### src/rtl/sha_pad_stream.sv
// Streaming SHA-256 message padder: passes message words through, then appends the
// 0x80 marker, zero fill and 64-bit bit length, and reports the block count per message.
module sha_pad_stream #(
    parameter int WORD_W    = 32,
    parameter int MSG_LEN_W = 32
) (
    input  logic                          clk,
    input  logic                          rst,
    input  logic                          in_valid,
    output logic                          in_ready,
    input  logic [WORD_W-1:0]             in_data,
    input  logic                          in_last,
    input  logic [$clog2(WORD_W/8):0]     in_bytes,
    output logic                          out_valid,
    input  logic                          out_ready,
    output logic [WORD_W-1:0]             out_data,
    output logic                          out_block_last,
    output logic                          out_msg_last,
    output logic [MSG_LEN_W-9:0]          block_count,
    output logic                          overflow
);

    localparam int WPB   = 512 / WORD_W;
    localparam int LW    = 64 / WORD_W;
    localparam int BPW   = WORD_W / 8;
    localparam int IDX_W = $clog2(WPB);
    localparam int IB_W  = $clog2(BPW) + 1;
    localparam int BC_W  = MSG_LEN_W - 3;
    localparam int BLK_W = MSG_LEN_W - 8;

    localparam logic [1:0] ST_DATA = 2'd0;
    localparam logic [1:0] ST_PAD  = 2'd1;
    localparam logic [1:0] ST_ZERO = 2'd2;
    localparam logic [1:0] ST_LEN  = 2'd3;

    localparam logic [IDX_W-1:0]  IDX_LAST   = IDX_W'(WPB - 1);
    localparam logic [IDX_W-1:0]  IDX_LEN    = IDX_W'(WPB - LW);
    localparam logic [IB_W-1:0]   BYTES_FULL = IB_W'(BPW);
    localparam logic [WORD_W-1:0] PAD_WORD   = WORD_W'(8'h80) << (WORD_W - 8);

    logic [1:0]       state_q, state_d;
    logic [IDX_W-1:0] widx_q, widx_d;
    logic [BC_W-1:0]  byte_cnt_q, byte_cnt_d;
    logic [BLK_W-1:0] blk_cnt_q, blk_cnt_d;
    logic [BLK_W-1:0] block_count_q, block_count_d;
    logic             overflow_q, overflow_d;

    logic [WORD_W-1:0] last_word;
    logic [63:0]       len_bits;
    logic [IDX_W-1:0]  widx_inc;
    logic [IDX_W-1:0]  lidx;
    logic [1:0]        after_marker;
    logic [IB_W-1:0]   add_bytes;
    logic [BC_W:0]     byte_sum;
    logic              hs;

    // Final message word: keep the valid bytes, place the marker right after them.
    always_comb begin
        last_word = '0;
        for (int b = 0; b < BPW; b++) begin
            if (b < int'(in_bytes)) begin
                last_word[WORD_W-1-8*b -: 8] = in_data[WORD_W-1-8*b -: 8];
            end else if (b == int'(in_bytes)) begin
                last_word[WORD_W-1-8*b -: 8] = 8'h80;
            end
        end
    end

    always_comb begin
        // NOTE: every signal gets a default here so no path through the case can infer a latch.
        state_d        = state_q;
        widx_d         = widx_q;
        byte_cnt_d     = byte_cnt_q;
        blk_cnt_d      = blk_cnt_q;
        block_count_d  = block_count_q;
        overflow_d     = overflow_q;
        out_valid      = 1'b1;
        in_ready       = 1'b0;
        out_data       = '0;
        out_msg_last   = 1'b0;
        len_bits       = '0;
        len_bits[MSG_LEN_W-1:0] = {byte_cnt_q, 3'b000};
        widx_inc       = (widx_q == IDX_LAST) ? '0 : widx_q + 1'b1;
        lidx           = widx_q - IDX_LEN;
        after_marker   = (widx_inc == IDX_LEN) ? ST_LEN : ST_ZERO;
        add_bytes      = in_last ? in_bytes : BYTES_FULL;
        byte_sum       = {1'b0, byte_cnt_q} + (BC_W+1)'(add_bytes);

        case (state_q)
            ST_DATA: begin
                out_valid = in_valid;
                in_ready  = out_ready;
                out_data  = (in_last && in_bytes < BYTES_FULL) ? last_word : in_data;
            end
            ST_PAD: out_data = PAD_WORD;
            ST_ZERO: out_data = '0;
            default: begin
                for (int k = 0; k < LW; k++) begin
                    if (lidx == IDX_W'(k)) out_data = len_bits[WORD_W*(LW-1-k) +: WORD_W];
                end
                out_msg_last = (widx_q == IDX_LAST);
            end
        endcase

        out_block_last = out_valid && (widx_q == IDX_LAST);
        hs             = out_valid && out_ready;

        if (hs) begin
            widx_d = widx_inc;
            if (out_block_last) blk_cnt_d = blk_cnt_q + 1'b1;
            case (state_q)
                ST_DATA: begin
                    // An empty byte counter means this is the first word of a new message.
                    if (byte_cnt_q == '0) overflow_d = 1'b0;
                    if (byte_sum[BC_W]) begin
                        byte_cnt_d = '1;
                        overflow_d = 1'b1;
                    end else begin
                        byte_cnt_d = byte_sum[BC_W-1:0];
                    end
                    if (in_last) state_d = (in_bytes == BYTES_FULL) ? ST_PAD : after_marker;
                end
                ST_PAD:  state_d = after_marker;
                ST_ZERO: if (widx_inc == IDX_LEN) state_d = ST_LEN;
                default: begin
                    if (out_msg_last) begin
                        block_count_d = blk_cnt_q + 1'b1;
                        state_d       = ST_DATA;
                        widx_d        = '0;
                        byte_cnt_d    = '0;
                        blk_cnt_d     = '0;
                    end
                end
            endcase
        end
    end

    // NOTE: state updates use non-blocking assignments so all flops sample the same pre-edge values.
    always_ff @(posedge clk or posedge rst) begin
        if (rst) begin
            state_q       <= ST_DATA;
            widx_q        <= '0;
            byte_cnt_q    <= '0;
            blk_cnt_q     <= '0;
            block_count_q <= '0;
            overflow_q    <= 1'b0;
        end else begin
            state_q       <= state_d;
            widx_q        <= widx_d;
            byte_cnt_q    <= byte_cnt_d;
            blk_cnt_q     <= blk_cnt_d;
            block_count_q <= block_count_d;
            overflow_q    <= overflow_d;
        end
    end

    assign block_count = block_count_q;
    assign overflow    = overflow_q;

endmodule

### config.mk
export PLATFORM = sky130hd
export DESIGN_NAME = sha_pad_stream
export DESIGN_NICKNAME = d
export VERILOG_FILES = /design/src/rtl/sha_pad_stream.sv
export SDC_FILE = /design/constraint.sdc
export NUM_CORES = 1
export LEC_CHECK = 0
export CORE_MARGIN = 1
export CORE_UTILIZATION = 30
export DETAILED_ROUTE_END_ITERATION = 8
export MAX_ROUTING_LAYER = met4
export PLACE_DENSITY = 0.51
export SYNTH_ARGS = -nofsm -noshare
export SYNTH_HDL_FRONTEND = slang
export SYNTH_SLANG_ARGS = --single-unit
### constraint.sdc
create_clock -name clk -period 4.5 [get_ports clk]
set_input_delay 0.9 -clock clk [delete_from_list [all_inputs] [get_ports clk]]
set_output_delay 0.9 -clock clk [all_outputs]
set_load 0.05 [all_outputs]
==> impl_metrics.sql <==
INSERT INTO impl_metrics (metric_group, metric, value, unit) VALUES
('clocking', 'tritoncts.num_buffers', '9', ''),
('floorplan', 'die-height', '135', 'µm'),
('routing', 'drt-met1-wl', '6.76', 'mm'),
('flow_run', 'timing.max_cap.violations', '0', ''),
('clocking', 'hold_buffers', '0', ''),
('global_routing', 'grt_antenna_before_repair', '0', ''),
('pwr', 'power_per_cell_area', '438', 'mW/mm²'),
('routing', 'drt_pre_antenna_iters', '4', ''),
('placed_design', 'dp_slack', '0.441', 'ns'),
('clocking', 'htreeDepth', '3', ''),
('critical_path', 'cp-end-kind', 'output pin', ''),
('placed_design', 'place.gp.congestion', '0.865', ''),
('placed_design', 'dpl.hpwl', '11.0', 'mm'),
('layout', 'antenna_cells', '0', ''),
('global_routing', 'globalRouteOverflowTotal', '0', ''),
('critical_path', 'startpoint_type', 'primary input', ''),
('floorplan', 'num_io_pins', '101', ''),
('critical_path', 'crit_arrival', '3.17', 'ns'),
('routing', 'detailed_routed_wire_length_on_met2', '7.42', 'mm'),
('timing', 'finalMaxSlewViolations', '0', ''),
('timing', 'maxClockFrequency', '245', 'MHz'),
('routing', 'top_layer_used', 'met4', ''),
('floorplan', 'rows', '48', ''),
('clocking', 'clk_latency', '0.35', 'ns'),
('hold_path', 'hp-class', 'flip-flop to flip-flop', ''),
('hold_path', 'min_path_cells', '2', ''),
('timing', 'min_period', '4.07', 'ns'),
('yosys', 'synth-seq-cells', '84', ''),
('routing', 'routed-via-count', '4866', ''),
('floorplan', 'initial_utilization', '30.8', '%'),
('timing', 'layout_setup_ws', '0.425', 'ns'),
('critical_path', 'timing.reg2reg.setup_slack', '1.73', 'ns'),
('clocking', 'clock_tree_buf_depth', '2', ''),
('clocking', 'cts_sinks', '84', ''),
('yosys', 'postSynth.asyncResetShare', '100', '%'),
('layout', 'finalCoreUtilization', '39.3', '%'),
('timing', 'layout_worst_path_cycle_share', '90.6', '%'),
('timing', 'worst_pin_slew', '0.858', 'ns'),
('global_routing', 'grt_use_total', '18.1', '%'),
('yosys', 'area_of_the_mapped_netlist', '0.00534', 'mm²'),
('routing', 'detailedRoute.firstIterationViolations', '298', ''),
('clocking', 'postCtsResizedCells', '0', ''),
('global_routing', 'grt_first_pass_wirelength', '25.1', 'mm'),
('routing', 'route.detailed.drc', '0', ''),
('routing', 'detail_route.wirelength', '15.2', 'mm'),
('critical_path', 'timing.critical_path.fanout_max', '5', ''),
('routing', 'routed_via_density', '5.31', ''),
('critical_path', 'reg_to_reg_end', 'byte_cnt_q[13]$_DFFE_PP0P_', ''),
('yosys', 'synth_fp_nets', '652', ''),
('layout', 'nets_final', '738', ''),
('timing', 'rsz_0062_raised_after_global_routing', 'false', ''),
('yosys', 'yosys_warnings', '0', ''),
('floorplan', 'die_outline_area', '0.0183', 'mm²'),
('pwr', 'static-leakage-power', '2.88', 'nW'),
('status', 'status', 'finished, final reports clean', ''),
('routing', 'wl_met3', '631', 'µm'),
('timing', 'hold_viol', '0', ''),
('yosys', 'seq_area_frac_synth', '39.4', '%'),
('floorplan', 'design.core.area', '0.0174', 'mm²'),
('yosys', 'yosysUniqueCellTypes', '64', ''),
('yosys', 'synthesis.area_per_instance', '8.90', 'µm²'),
('floorplan', 'dieWidth', '135', 'µm'),
('clocking', 'tritoncts', 'done', ''),
('placed_design', 'port_buffer_cells', '100', ''),
('global_routing', 'grt_max_degree', '48', ''),
('placed_design', 'placedInstanceArea', '0.00649', 'mm²'),
('critical_path', 'critPathKind', 'primary input to output pin', ''),
('yosys', 'postSynthCellCount', '600', ''),
('critical_path', 'worstRegToRegCells', '7', ''),
('critical_path', 'critical_path_required', '3.60', 'ns'),
('global_routing', 'via_count_of_the_first_global_routing_pass', '4828', '');
## per-layer routing
| metal | global-route usage (%) | vias to the layer above |
|---|---|---|
| met5 | - | - |
| met4 | 6.62 | 0 |
| met3 | 3.78 | 24 |
| met2 | 30.2 | 134 |
| met1 | 21.3 | 2324 |
| li1 | - | 2384 |
## critical path, cell delays in order
cell,delay (ns)
clkdlybuf4s50_1,0.52
nor2b_1,0.41
inv_1,0.15
nor2_1,0.19
o21ai_0,0.12
nand2_1,0.08
clkdlybuf4s50_1,0.80
## synth_stat cells (13+ instances only)
cell type	instances	area [µm²]
a21oi_1	20	100
inv_1	19	71.3
a22o_1	27	236
clkbuf_1	18	67.6
nand3_1	34	170
xor2_1	16	140
nor2_1	34	128
nand4_1	13	81.3
o31ai_1	13	97.6
o21ai_0	61	305
nand2_1	82	308
dfrtp_1	84	2100
## worst max-delay path by stage
| stage | end | slack [ns] |
|---|---|---|
| global route | out_data[23] | 0.22 |
| global placement | out_data[23] | 0.49 |
| detailed placement | out_data[23] | 0.44 |
| CTS | out_data[23] | 0.43 |
| finish | out_data[23] | 0.43 |
| floorplan | out_data[31] | 1.19 |
## cell type report
type                       count  area (µm²)
fill                        1763       10500
multi-input combinational    458        2950
sequential                    84        2100
timing repair buffer         113        1080
tap                          225         282
clock buffer                   9         225
clock inverter                 7         106
inverter                      20        76.3
## report_power, final
part / switching, mW / internal (mW)
clock: 0.337 / 0.496
combinational: 0.787 / 0.440
sequential: 0.108 / 0.818
total: 1.23 / 1.75
## flip-flops by register name (all words and copies together), names as in the netlist
signal	flops
blk_cnt_q	24
block_count	24
byte_cnt_q	29
overflow	1
state_q	2
widx_q	4
## cells by family (layout without fill, tap and decap cells)
logic type | after synthesis | count (layout) | share of synthesized area, %
flops | 84 | 84 | 39.4
xor+xnor | 26 | 26 | 4.26
compound gates | 179 | 179 | 22.5
simple gates | 232 | 232 | 23.6
buf+inv | 58 | 149 | 5.53
fa+ha+maj | 12 | 12 | 2.95
mux | 9 | 9 | 1.76
## placed cells by master (no fill, tap or decap), types with 8 or more instances in the layout
cell / instances
dfrtp_1: 84
nor4_1: 8
o31ai_1: 13
and2_1: 10
xor2_1: 16
clkbuf_16: 9
xnor2_1: 10
ha_1: 11
buf_4: 28
nand4_1: 13
a31oi_1: 11
inv_1: 18
a22o_1: 27
o21ai_0: 61
o211ai_1: 11
nand2_1: 82
clkdlybuf4s50_1: 83
a21oi_1: 20
nor2_1: 34
nand3_1: 34
## through the flow
| step | hold WS, ns | power, mW |
|---|---|---|
| finish | 0.477 | 2.99 |
| global route | 0.502 | 3.15 |
| CTS | 0.486 | 3.02 |
| detailed placement | 0.470 | 2.17 |
| global placement | 0.462 | 2.16 |
| floorplan | 0.469 | 1.77 |
(Power assumes the default switching activity.)
==> patch 1: new RTL, same settings <==
Put one more register stage on the output `block_count`, cleared by the reset. The value now appears one clock later. The other outputs are not delayed to match.
--- a/src/rtl/sha_pad_stream.sv
+++ b/src/rtl/sha_pad_stream.sv
@@ -155,5 +155,11 @@
     end
 
-    assign block_count = block_count_q;
+    always_ff @(posedge clk or posedge rst) begin
+        if (rst) begin
+            block_count <= '0;
+        end else begin
+            block_count <= block_count_q;
+        end
+    end
     assign overflow    = overflow_q;
 
Behaviour: same outputs for any inputs over 4 cycles, from zero or initial values and one cycle with rst high; that may be too few to reach the edited logic, so the function may still have changed.
==> patch 1 against the original RTL <==
First-iteration DRC count is 17% higher. Highest routed layer unchanged. Total power is 6.3% higher. Critical path type unchanged. Sequential cell count is 24 higher. Setup slack worse by 0.060 ns. Largest power group unchanged. Register-to-register slack worse by 0.02 ns. Cell area is 7.1% higher. Clock power is 3.2% lower. Wire length is 2.8% higher. Synthesized area is 8.6% higher.
==> patch 1: results (changes against the original RTL) <==
cp_max_fo: 8  # +3
grt_pass1_wl_microns: 25900  # +3.2%
inverters: 14  # -30%
grtUsageTotal_pct: 17.1  # -1.0 points
p_int_w: 0.00188  # +7.3%
n_clock_buffer: 10  # +1
drt-total-wl_microns: 15600  # +2.8%
drt_iter0_drc: 348  # +17%
clock-sinks: 108  # +29%
n_all_buffers: 111  # -1.8%
use_met3_pct: 2.79  # -0.99 points
min_path_cells: 0  # -2
dp_hpwl_microns: 11200  # +2.3%
vias_per_cell: 5.25  # -1.3%
num_vias: 5051  # +3.8%
skew_ns: 0.0153  # +0.00959 ns
synth_area_leaders: "dfrtp_1, o21ai_0, nand2_1"
fillCellCount: 1870  # +6.1%
ir_worst_vdd_mv: 0.272  # +8.5%
synth_commonest_cells: "dfrtp_1, nand2_1, o21ai_0"
syn_avg_cell_area_sq_um: 9.43  # +6.0%
synth_cell_type_count: 61  # -4.7%
outcome: "complete, no violations"
worst_pin_slew_ns: 0.833  # -0.0243 ns
syn_nets: 667  # +2.3%
nNetsFinal: 750  # +1.6%
met2_usage_pct: 26.5  # -3.6 points
grt_pass1_vias: 4921  # +1.9%
## patch 1: cell types whose count changed in the layout (fill, tap and decap cells not counted), sizes merged, moves of 7 or more
| cell | change |
|---|---|
| nand2 | -10 |
| nand3 | -9 |
| nor2 | +8 |
| o21ai | -9 |
| and3 | +10 |
| dfrtp | +24 |
| xnor2 | +11 |
| nand4 | -7 |
## patch 1: per-stage QoR
stage | setup WS [ns] | cell area, sq um | util [%]
6_report | 0.365 | 7300 | 38.8
5_1_grt | 0.160 | 7300 | 38.8
4_1_cts | 0.358 | 7300 | 38.8
3_5_place_dp | 0.363 | 7000 | 37.2
3_3_place_gp | 0.444 | 7000 | 37.2
2_1_floorplan | 0.754 | 5800 | -
## patch 1: power by group through the flow
stage	registers, W	clock network [W]	logic, W
after global routing	0.00114	0.000870	0.00134
after detailed placement	0.00114	0	0.00125
after CTS	0.00112	0.000834	0.00125
final	0.00113	0.000806	0.00124
after floorplan	0.00114	0	0.000828
after global placement	0.00114	0	0.00123
## patch 1: logic make-up after synthesis
group                    Yosys count  share of synthesized area, %
AND/OR/NAND/NOR                  238                          21.1
AO/OA/AOI/OAI                    162                          19.2
flip-flops                       108                          46.6
buffers and inverters             53                          3.95
XOR/XNOR                          36                          5.43
adder cells (fa/ha/maj)           12                          2.72
multiplexers                       6                          1.08
## patch 1: final timing paths
kind                              endpoint         startpoint  slack (ns)
max in group asynchronous  block_count[13]                rst        2.61
max                           out_data[15]            in_last        0.37
min                        block_count[20]  block_count_q[20]        0.37
min in group asynchronous   byte_cnt_q[22]                rst        1.02
min reg2reg                block_count[20]  block_count_q[20]        0.37
max reg2reg                 byte_cnt_q[26]      byte_cnt_q[0]        1.71
==> patch 2: new RTL, same settings <==
Without the edit above. `MSG_LEN_W`: 32 -> 16.
--- a/src/rtl/sha_pad_stream.sv
+++ b/src/rtl/sha_pad_stream.sv
@@ -3,5 +3,5 @@
 module sha_pad_stream #(
     parameter int WORD_W    = 32,
-    parameter int MSG_LEN_W = 32
+    parameter int MSG_LEN_W = 16
 ) (
     input  logic                          clk,
Ports: changed (resized block_count); port bits go from 101 to 85. No check against the original RTL was run, so the function may have changed too.
==> patch 2 against the original RTL <==
Cell area decreased by 45%. Total power decreased by 32%. Global-route usage increased by 1.2 points. Largest power group unchanged. Non-clock buffer count decreased by 23. Critical endpoint is now out_data[15]. Sequential cell count decreased by 48. Setup slack got worse by 0.0089 ns. Synthesized area decreased by 52%. Wire length decreased by 49%.
==> patch 2: results (changes against the original RTL) <==
largest_reg_flops: 13  # -55%
clock-sinks: 36  # -57%
max_stage_delay_ns: 0.72  # -0.08 ns
synth_cells: 293  # -51%
nNetsFinal: 434  # -41%
min_delay_worst_endpoint: "block_count[6]"
holdCritStartpoint: "block_count[6]"
pre_cts_ws_ns: 0.396  # -0.0445 ns
synth_compound_area_share_pct: 23.8  # +1.2 points
ir_worst_vdd_mv: 0.294  # +17%
synth_commonest_cells: "dfrtp_1, nand2_1, and2_1, o21ai_0, inv_1"
syn_nets: 345  # -47%
htreeDepth: 2  # -1
synth-adder-area-share_pct: 6.10  # +3.1 points
critPathArrivalTime_ns: 3.18  # about the same
clkPwrFrac_pct: 14.7  # -13 points
skew_ns: 0.00955  # +0.00384 ns
worst_pin_slew_ns: 0.867  # +0.00891 ns
drt-total-wl_microns: 7760  # -49%
power_w: 0.00203  # -32%
n_all_buffers: 90  # -20%
grt_pass1_wl_microns: 12700  # -49%
post_cts_buffers: 0  # unchanged
multi_input_area_sq_um: 1580  # -46%
dpl_cell_area_sq_um: 3640  # -44%
place_inst: 480  # -47%
crit_end: "out_data[15]"
seqCellArea_sq_um: 901  # -57%
reg2reg_slack_ns: 2.04  # +0.31 ns
place.gp.congestion: 0.876  # +1.4%
dp_hpwl_microns: 5940  # -46%
port-buffer-count: 84  # -16%
r2r-start: "state_q[0]"
r2r-end: "byte_cnt_q[1]"
buf_share_pct: 25.7  # +9.9 points
drt_iter0_drc: 103  # -65%
cts_root_buf: "clkbuf_8"
holdWs_ns: 0.480  # +0.00290 ns
inverters: 17  # -15%
synth_area_leaders: "dfrtp_1, and2_1, ha_1"
grtUsageTotal_pct: 19.2  # +1.2 points
synth_cell_type_count: 57  # -11%
synthMuxAreaShare_pct: 2.95  # +1.2 points
cp_max_fo: 8  # +3
drive_above_1_share_pct: 8.88  # -1.1 points
post-route-cell-area_sq_um: 3760  # -45%
cts.clk_slew.worst_paths_ns: 0.08  # +0.02 ns
top_register: "byte_cnt_q"
worst_skew_pair.late_latency_ns: 0.30  # -0.05 ns
power_switching_share_pct: 48.8  # +7.5 points
num_vias: 2550  # -48%
p_leak_nw: 1.55  # -46%
r2r_cells: 6  # -1
outcome: "complete, no violations"
synthXorXnorAreaFrac_pct: 3.73  # -0.54 points
fin_crit_ns: 4.08  # +0.00885 ns
fillCellCount: 828  # -53%
grt_pass1_vias: 2449  # -49%
yosysSeqAreaShare_pct: 34.8  # -4.5 points
vias_per_cell: 5.23  # -1.6%
-- patch 2: cell types whose count changed in the layout (fill, tap and decap cells not counted), moves of 12 or more --
| cell | before | now |
|---|---|---|
| a22o_1 | 27 | 12 |
| xor2_1 | 16 | 2 |
| nand3_1 | 34 | 10 |
| and2_1 | 10 | 25 |
| nor2_1 | 34 | 11 |
| nand2_1 | 82 | 26 |
| buf_4 | 28 | 6 |
| o31ai_1 | 13 | 1 |
| o21ai_0 | 61 | 25 |
| dfrtp_1 | 84 | 36 |
-- patch 2: metal layers --
| metal | GRT usage, % | vias to the layer above | wire, microns | part of all wire, % |
|---|---|---|---|---|
| met2 | 29.4 | 97 | 3360 | 43 |
| met3 | 3.22 | 8 | 459 | 5.9 |
| li1 | - | 1256 | - | - |
| met1 | 26.4 | 1189 | 3840 | 50 |
| met4 | 4.67 | 0 | 97 | 1.3 |
| met5 | - | - | 0 | 0 |
